File: src/rtl/pwm_multi_core.sv
// N-channel PWM core: shared edge/center-aligned timebase, per-channel duty compare,
// shadow configuration applied at period boundaries. Optional macro: PWM_MULTI_POLARITY_EN.
module pwm_multi_core #(
    parameter int NUM_CH                = 4,
    parameter int CNT_WIDTH             = 16,
    parameter int DEFAULT_PERIOD_CYCLES = 5000,
    parameter int DEFAULT_DUTY_CYCLES   = 2500
) (
    input  logic                          clk,
    input  logic                          rst,
    input  logic                          enable,
    input  logic                          cfg_wr_i,
    input  logic                          center_align_i,
    input  logic [CNT_WIDTH-1:0]          period_cycles_i,
    input  logic [NUM_CH*CNT_WIDTH-1:0]   duty_cycles_i,
    input  logic [NUM_CH-1:0]             use_default_duty_i,
`ifdef PWM_MULTI_POLARITY_EN
    input  logic [NUM_CH-1:0]             pol_i,
`endif
    output logic [CNT_WIDTH-1:0]          cnt,
    output logic                          period_start,
    output logic                          period_end,
    output logic                          cfg_pending,
    output logic [NUM_CH-1:0]             pwm_raw
);

    typedef enum logic {DIR_UP = 1'b0, DIR_DOWN = 1'b1} dir_t;

    localparam logic [CNT_WIDTH-1:0] DEF_PERIOD = CNT_WIDTH'(DEFAULT_PERIOD_CYCLES);
    localparam logic [CNT_WIDTH-1:0] DEF_DUTY   = CNT_WIDTH'(DEFAULT_DUTY_CYCLES);
    localparam logic [CNT_WIDTH-1:0] ONE        = CNT_WIDTH'(1);
    localparam logic [CNT_WIDTH-1:0] TWO        = CNT_WIDTH'(2);

    logic [CNT_WIDTH-1:0] cnt_reg, cnt_next;
    dir_t                 dir_reg, dir_next;
    logic                 cfg_pending_reg;

    logic                 stg_center_reg, act_center_reg;
    logic [CNT_WIDTH-1:0] stg_period_reg, act_period_reg;
    logic [CNT_WIDTH-1:0] stg_duty_reg [NUM_CH];
    logic [CNT_WIDTH-1:0] act_duty_reg [NUM_CH];
    logic [NUM_CH-1:0]    stg_use_def_reg, act_use_def_reg;
    logic [NUM_CH-1:0]    act_pol;

    logic [CNT_WIDTH-1:0] per_eff, per_last;
    logic                 end_int, apply;

    assign per_eff  = (act_period_reg == '0) ? DEF_PERIOD : act_period_reg;
    assign per_last = per_eff - ONE;

    // Center mode ends a period on the down-count 1; tiny periods never count down.
    always_comb begin
        end_int = 1'b0;
        if (enable) begin
            if (act_center_reg)
                end_int = ((per_eff <= TWO) && (cnt_reg == per_last)) ||
                          ((dir_reg == DIR_DOWN) && (cnt_reg == ONE));
            else
                end_int = (cnt_reg == per_last);
        end
    end

    // While idle the active set tracks staging continuously.
    assign apply = enable ? (end_int && cfg_pending_reg) : 1'b1;

    always_comb begin
        cnt_next = cnt_reg;
        dir_next = dir_reg;
        if (!enable || end_int) begin
            cnt_next = '0;
            dir_next = DIR_UP;
        end else if (!act_center_reg) begin
            cnt_next = cnt_reg + ONE;
        end else if (dir_reg == DIR_UP) begin
            if (cnt_reg == per_last) begin
                cnt_next = cnt_reg - ONE;
                dir_next = DIR_DOWN;
            end else begin
                cnt_next = cnt_reg + ONE;
            end
        end else begin
            cnt_next = cnt_reg - ONE;
        end
    end

    always_ff @(posedge clk) begin
        if (rst) begin
            cnt_reg         <= '0;
            dir_reg         <= DIR_UP;
            cfg_pending_reg <= 1'b0;
            stg_center_reg  <= 1'b0;
            act_center_reg  <= 1'b0;
            stg_period_reg  <= '0;
            act_period_reg  <= '0;
            stg_use_def_reg <= '0;
            act_use_def_reg <= '0;
        end else begin
            cnt_reg <= cnt_next;
            dir_reg <= dir_next;
            if (cfg_wr_i) begin
                stg_center_reg  <= center_align_i;
                stg_period_reg  <= period_cycles_i;
                stg_use_def_reg <= use_default_duty_i;
            end
            if (apply) begin
                act_center_reg  <= stg_center_reg;
                act_period_reg  <= stg_period_reg;
                act_use_def_reg <= stg_use_def_reg;
            end
            if (cfg_wr_i)
                cfg_pending_reg <= 1'b1;
            else if (apply)
                cfg_pending_reg <= 1'b0;
        end
    end

`ifdef PWM_MULTI_POLARITY_EN
    logic [NUM_CH-1:0] stg_pol_reg, act_pol_reg;

    always_ff @(posedge clk) begin
        if (rst) begin
            stg_pol_reg <= '0;
            act_pol_reg <= '0;
        end else begin
            if (cfg_wr_i)
                stg_pol_reg <= pol_i;
            if (apply)
                act_pol_reg <= stg_pol_reg;
        end
    end

    assign act_pol = act_pol_reg;
`else
    assign act_pol = '0;
`endif

    generate
        for (genvar gi = 0; gi < NUM_CH; gi++) begin : g_ch
            logic [CNT_WIDTH-1:0] duty_eff;

            always_ff @(posedge clk) begin
                if (rst) begin
                    stg_duty_reg[gi] <= '0;
                    act_duty_reg[gi] <= '0;
                end else begin
                    if (cfg_wr_i)
                        stg_duty_reg[gi] <= duty_cycles_i[gi*CNT_WIDTH +: CNT_WIDTH];
                    if (apply)
                        act_duty_reg[gi] <= stg_duty_reg[gi];
                end
            end

            assign duty_eff    = act_use_def_reg[gi] ? DEF_DUTY : act_duty_reg[gi];
            assign pwm_raw[gi] = act_pol[gi] ^ (enable && (cnt_reg < duty_eff));
        end
    endgenerate

    assign cnt          = cnt_reg;
    assign period_start = enable && (cnt_reg == '0);
    assign period_end   = end_int;
    assign cfg_pending  = cfg_pending_reg;

endmodule
File: config.mk
export PLATFORM = sky130hd
export DESIGN_NAME = pwm_multi_core
export DESIGN_NICKNAME = d
export VERILOG_FILES = /design/src/rtl/pwm_multi_core.sv
export SDC_FILE = /design/constraint.sdc
export NUM_CORES = 1
export LEC_CHECK = 0
export CORE_ASPECT_RATIO = 1.75
export CORE_MARGIN = 8
export CORE_UTILIZATION = 60
export DETAILED_ROUTE_END_ITERATION = 16
export GPL_ROUTABILITY_DRIVEN = 0
export PLACE_DENSITY = 0.85
export SYNTH_ARGS = -nofsm -noshare
export SYNTH_HDL_FRONTEND = slang
export SYNTH_SLANG_ARGS = --single-unit
File: constraint.sdc
create_clock -name clk -period 14.5 [get_ports clk]
set_input_delay 1.45 -clock clk [delete_from_list [all_inputs] [get_ports clk]]
set_output_delay 1.45 -clock clk [all_outputs]
set_load 0.02 [all_outputs]
==> flow_summary.ini, run 1 <==
[worst_setup_path]
cp-start-kind = register
reg2reg_depth = 13
cp.required_ns = 13.05
crit_slowest_cell = clkdlybuf4s50_1
cpPeakStageDelay_ns = 0.61
crit_cells = 11
cp_num_buf_inv = 2
crit_chain = inv_1 > ha_1 > nor3b_1 > nand4_2 > a211o_1 > a22o_1 > nor3_1 > nor4bb_1 > a31oi_1 > nor2b_1 > clkdlybuf4s50_1
path_delay_family = simple AND/OR/NAND/NOR gates
cp_data_arrival_time_ns = 3.87
worst-setup-path-type = register to output pin
end_kind = output pin
worst-path-max-fanout = 8

[grt]
grt_usage = 0.220
grt_pass1_wl_um = 35700
overflow = 0
antenna_found_initial = 0
grt_max_degree = 84
grt_pass1_vias = 7192

[placed_design]
placed_cell_area_um2 = 11000
portBuffers = 111
dpl_worst_slack_ns = 9.45
dpl.hpwl_um = 15400

[synth]
synth.top_cell.area_share = 0.394
async_flop_share = 0
synth-edff-count = 128
synth-seq-cells = 188
synth_flop_cell = edfxtp_1
ys_warn_count = 0
synth.area.top_cells = edfxtp_1 (39%), dfxtp_1 (12%), ha_1 (8.6%)
synth_mux_area_frac = 0.0381
synth_area_um2 = 9760
ys_seq_area_frac = 0.517
synth_cell_type_count = 63
synth_cells = 873
syn-num-nets = 1029
synth_xor_area_frac = 0.0274
synth_largest_area_cell = edfxtp_1
synth-compound-area-share = 0.0842
synth_top_family_by_area = simple AND/OR/NAND/NOR gates
synthAdderAreaFrac = 0.0859
synth.avg_cell_area_um2 = 11.2
synth_simple_gate_area_frac = 0.223

[status]
status = finished clean

[die]
std_cell_rows = 61
dieArea_um2 = 20800
die_x_um = 112
core_um2 = 16000
ioPinCount = 112
die_y_um = 185
start_util = 0.612

[power_and_ir_drop]
netSwitchingFraction = 0.247
p_int_mw = 0.943
power_mw = 1.25
p_clk_frac = 0.381
leakage_nw = 4.73
seq_power_share = 0.500
power.switching_mw = 0.309
p_comb_frac = 0.119
power.density_nw_per_um2 = 108
peakVddDrop_mv = 0.0748

[clock_network]
htreeDepth = 4
clock-sinks = 188
path_clk_slew_ns = 0.08
postCtsSetupRepairBufs = 0
cts-buffers-inserted = 17
cts_tree = done
insertion_delay_ns = 0.43
cts_root_buf = clkbuf_16
cts.repair.resized = 0
ctsHoldBuffers = 0
clk_path_buf_depth = 2

[timing]
fin_setup_tns_ns = 0
finalCriticalPeriod_ns = 5.32
max_freq_mhz = 188
slew_headroom = 0.260
rsz0062_at_grt = false
finalHoldViolations = 0
final.period_utilization = 0.367
setup_ws_ns = 9.18
worstMarginPinSlew_ns = 1.11
setup_viol = 0
skew_ns = 0.0140
drv_slew = 0

[cells_and_area]
drive_above_1_share = 0.0540
seq_area_um2 = 5040
area_delta_synth_final_pct = 18.8
multi_input_area_um2 = 4500
fin_area_um2 = 11600
nets = 1124
diodes = 0
fillers = 1092

[routing]
via_per_inst = 5.96
drt_wl_total_um = 22100
vias = 6975
wl_per_cell_um = 18.9
drc = 0
drtPass1Iterations = 5
antenna_left = 0
first_iter_violations = 375

[worst_hold_path]
hold_depth = 1
hp-class = register to register

[flow_run]
drv_cap = 0
[metal layers]
metal | track usage | part of all wire
met3 | 0.0383 | 0.047
met1 | 0.230 | 0.38
met4 | 0.143 | 0.051
met2 | 0.399 | 0.53
met5 | 0 | 0
[power groups by stage]
stage               combinational, mW  clock, mW  sequential [mW]
finish                          0.149      0.477            0.625
global route                    0.164      0.502            0.629
CTS                             0.149      0.484            0.625
detailed placement              0.147          0            0.637
global placement                0.141          0            0.635
floorplan                      0.0979          0            0.630
[worst register-to-register path, delay by kind of cell, from the launching register on]
family | cells | cell delay (ns)
adder cells (fa/ha/maj) | 1 | 0.22
flip-flops | 1 | 0.34
AO/OA/AOI/OAI | 2 | 0.26
AND/OR/NAND/NOR | 6 | 2.32
buffers and inverters | 4 | 1.24
[cells in the final DEF, fill, tap and decap left out, drive strengths merged, types with 14 or more instances in the layout]
master,instances
a21oi,16
a22o,22
and2,132
clkbuf,18
clkdlybuf4s50,111
dfxtp,60
edfxtp,128
ha,67
inv,19
mux2i,36
nand2,24
nand2b,48
nand4,14
nor2,87
o21a,16
o21ai,20
xnor2,17
[per-stage QoR]
stage	hold WS, ns	utilization	std cells
finish	0.462	0.727	1170
global route	0.499	0.727	1170
CTS	0.468	0.727	1170
detailed placement	0.460	0.689	1138
global placement	0.453	0.689	1138
floorplan	0.429	-	873
[worst paths after layout]
path                          to               from  slack [ns]
max reg2reg  act_duty_reg[0][31]  act_period_reg[0]        9.73
max                   period_end  act_period_reg[0]        9.18
min reg2reg    act_period_reg[9]  stg_period_reg[9]        0.46
min            act_period_reg[9]  stg_period_reg[9]        0.46
[cell usage after synthesis (4+ instances only)]
| cell | n |
|---|---|
| and2_1 | 132 |
| edfxtp_1 | 128 |
| nor2_1 | 87 |
| ha_1 | 67 |
| dfxtp_1 | 60 |
| nand2b_1 | 48 |
| mux2i_1 | 36 |
| clkbuf_1 | 30 |
| nand2_1 | 23 |
| a22o_1 | 22 |
| o21ai_0 | 18 |
| xnor2_1 | 17 |
| a21oi_1 | 16 |
| o21a_1 | 16 |
| nand4_1 | 13 |
| inv_1 | 12 |
| nand3_1 | 11 |
| xor2_1 | 11 |
| nor2b_1 | 8 |
| nor3_1 | 8 |
| or3_1 | 7 |
| or4_1 | 7 |
| and3_1 | 6 |
| buf_4 | 6 |
| a31oi_1 | 5 |
| nor3b_1 | 5 |
| nor4_1 | 5 |
| a21boi_0 | 4 |
| nand4b_1 | 4 |
| nor4_2 | 4 |
| o2bb2ai_1 | 4 |
[logic make-up (layout without fill, tap and decap cells)]
logic type | Yosys count | count (layout)
buf+inv | 55 | 163
xor+xnor | 29 | 29
flops | 188 | 188
simple gates | 383 | 383
compound gates | 114 | 114
fa+ha+maj | 67 | 67
mux | 37 | 37
[cell type report]
cell class              count  area share
clock buffers              18      0.0370
inverters                  12     0.00388
well taps                 189      0.0204
flip-flops and latches    188       0.435
repair buffers            119       0.101
multi-input cells         630       0.388
clock inverters            14      0.0151
No activity file was read; power rests on OpenSTA's default activity.
==> run 2: changes to the inputs <==
--- a/config.mk
+++ b/config.mk
@@ -7,10 +7,10 @@
 export LEC_CHECK = 0
 export CORE_ASPECT_RATIO = 1.75
 export CORE_MARGIN = 8
-export CORE_UTILIZATION = 60
+export CORE_UTILIZATION = 57
 export DETAILED_ROUTE_END_ITERATION = 16
 export GPL_ROUTABILITY_DRIVEN = 0
-export PLACE_DENSITY = 0.85
+export PLACE_DENSITY = 0.81
 export SYNTH_ARGS = -nofsm -noshare
 export SYNTH_HDL_FRONTEND = slang
 export SYNTH_SLANG_ARGS = --single-unit
==> constraint.sdc (replaced) <==
create_clock -name clk -period 5.08 [get_ports clk]
set_input_delay 0.508 -clock clk [delete_from_list [all_inputs] [get_ports clk]]
set_output_delay 0.508 -clock clk [all_outputs]
set_load 0.02 [all_outputs]
==> run 2 against run 1 <==
  * Via count is 1.3% lower
  * Setup slack got worse by 8.5 ns
  * Global-route usage shrank 1.2 points
  * Die area up 4.7%
  * Sequential share of layout area decreased by 0.061 points
  * Clock skew increased by 0.0017 ns
  * Core utilization down 3.9 points
  * Power increased to 2.8 times the previous value
  * Final area is 0.14% higher
  * Critical path type unchanged
  * Largest power group unchanged
==> flow_summary.ini, run 2 (same netlist as run 1, synthesis figures left out) <==
[routing]
vias = 6885
first_iter_violations = 303
wl_per_cell_um = 18.1
drtPass1Iterations = 7
via_per_inst = 5.69
antenna_left = 0
drt_wl_total_um = 21800
drc = 0

[cells_and_area]
area_delta_synth_final_pct = 19.0
nets = 1126
diodes = 0
final_common_cell = and2_1
fin_util = 0.689
fin_cells = 1209
drive_above_1_share = 0.0540
final_cell_mix = and2_1 (132), edfxtp_1 (128), clkdlybuf4s50_1 (111)
fillers = 1337

[die]
ioPinCount = 112
die_x_um = 115
std_cell_rows = 63
die_y_um = 189
start_util = 0.579
dieArea_um2 = 21700
core_um2 = 16900

[power_and_ir_drop]
power.density_nw_per_um2 = 297
peakVddDrop_mv = 0.217
leakage_nw = 4.72
power_mw = 3.45

[timing]
drv_slew = 0
max_freq_mhz = 226
setup_ws_ns = 0.653
slew_headroom = 0.266
worstMarginPinSlew_ns = 1.10
skew_ns = 0.0157
finalHoldViolations = 0
fin_setup_tns_ns = 0
finalCriticalPeriod_ns = 4.43
rsz0062_at_grt = false
setup_viol = 0
final.period_utilization = 0.871

[worst_setup_path]
cp_num_buf_inv = 2
worst-path-max-fanout = 8
end_kind = output pin
worst-setup-path-type = register to output pin
ff2ff_setup_slack_ns = 1.07
regToRegStartpoint = act_period_reg[0]
crit_chain = inv_1 > ha_1 > nor3b_1 > nand4_2 > a211o_1 > a22o_1 > nor3_1 > nor4bb_1 > a31oi_1 > nor2b_1 > clkdlybuf4s50_1
cp-start-kind = register
path_delay_family = simple AND/OR/NAND/NOR gates
reg2reg_depth = 12
cpPeakStageDelay_ns = 0.62
timing.rr.end = act_duty_reg[0][9]
cp.required_ns = 4.57
cp_data_arrival_time_ns = 3.92
crit_slowest_cell = clkdlybuf4s50_1

[grt]
grt.met1_usage = 0.208
antenna_found_initial = 0
grt_pass1_vias = 7045
overflow = 0
groute.layer.met3.usage = 0.0415
grt_pass1_wl_um = 34700
met2_usage = 0.360
grt_usage = 0.208
grt_max_degree = 66
grt_busiest_layer = met2

[clock_network]
postCtsSetupRepairBufs = 0
cts-buffers-inserted = 17
cts.repair.resized = 0
clk_path_buf_depth = 2
ctsHoldBuffers = 0
insertion_delay_ns = 0.43
path_clk_slew_ns = 0.07
clock-sinks = 188
htreeDepth = 4
cts_root_buf = clkbuf_16
cts_tree = done

[placed_design]
dp_cells = 1178
portBuffers = 111
dpl.hpwl_um = 15800
dpl_worst_slack_ns = 1.11

[worst_hold_path]
hold_depth = 1
hold_start = stg_use_def_reg[1]
hp-class = register to register
hold_path_end = act_use_def_reg[1]

[status]
status = finished clean

[flow_run]
drv_cap = 0
[run 2: worst register-to-register path: cells and delay by family, from the launching register on]
family,cells,cell delay (ns)
compound gates,2,0.33
fa+ha+maj,1,0.24
buf+inv,3,0.58
flops,1,0.33
simple gates,6,2.17
[run 2: power by group]
part | switching, mW | internal (mW) | total, mW | leakage (nW)
Sequential | 0.0443 | 1.74 | 1.78 | 1.86
Combinational | 0.219 | 0.207 | 0.426 | 2.59
Clock | 0.562 | 0.676 | 1.24 | 0.263
[run 2: metrics by stage]
| step | instance area (um^2) | hold WS, ns |
|---|---|---|
| 2_1_floorplan | 9760 | 0.429 |
| 3_3_place_gp | 11100 | 0.446 |
| 3_5_place_dp | 11100 | 0.455 |
| 4_1_cts | 11600 | 0.466 |
| 5_1_grt | 11600 | 0.488 |
| 6_report | 11600 | 0.469 |
[run 2: worst max-delay path by stage]
stage / start / end / slack (ns) / cells past startpoint
finish: act_period_reg[0] / period_end / 0.65 / 11
global route: act_period_reg[0] / period_end / 0.48 / 11
global placement: act_period_reg[0] / act_duty_reg[0][27] / 1.21 / 12
floorplan: act_period_reg[0] / act_duty_reg[0][0] / 0.46 / 13
CTS: act_period_reg[0] / period_end / 0.71 / 11
detailed placement: act_period_reg[0] / act_duty_reg[0][24] / 1.11 / 12
[run 2: layer usage]
layer,wire length [um],up-vias
met3,1100,104
met2,11200,249
met5,0,-
li1,-,3315
met4,1770,0
met1,7800,3217
[run 2: final cells by class]
cell class / count / area, um^2 / area share
clock buffer: 18 / 429 / 0.0369
clock inverter: 13 / 116 / 0.0100
inverter: 12 / 45.0 / 0.00388
multi-input combinational: 630 / 4500 / 0.387
sequential: 188 / 5040 / 0.434
tap: 227 / 284 / 0.0245
timing repair buffer: 121 / 1200 / 0.103
==> run 3: changes to the inputs <==
--- a/config.mk
+++ b/config.mk
@@ -5,6 +5,7 @@
 export SDC_FILE = /design/constraint.sdc
 export NUM_CORES = 1
 export LEC_CHECK = 0
+export ABC_CLOCK_PERIOD_IN_PS = 5080
 export CORE_ASPECT_RATIO = 1.75
 export CORE_MARGIN = 8
 export CORE_UTILIZATION = 57
==> results of run 3 <==
No change in the layout: final DEF, timing and power equal those of run 2.
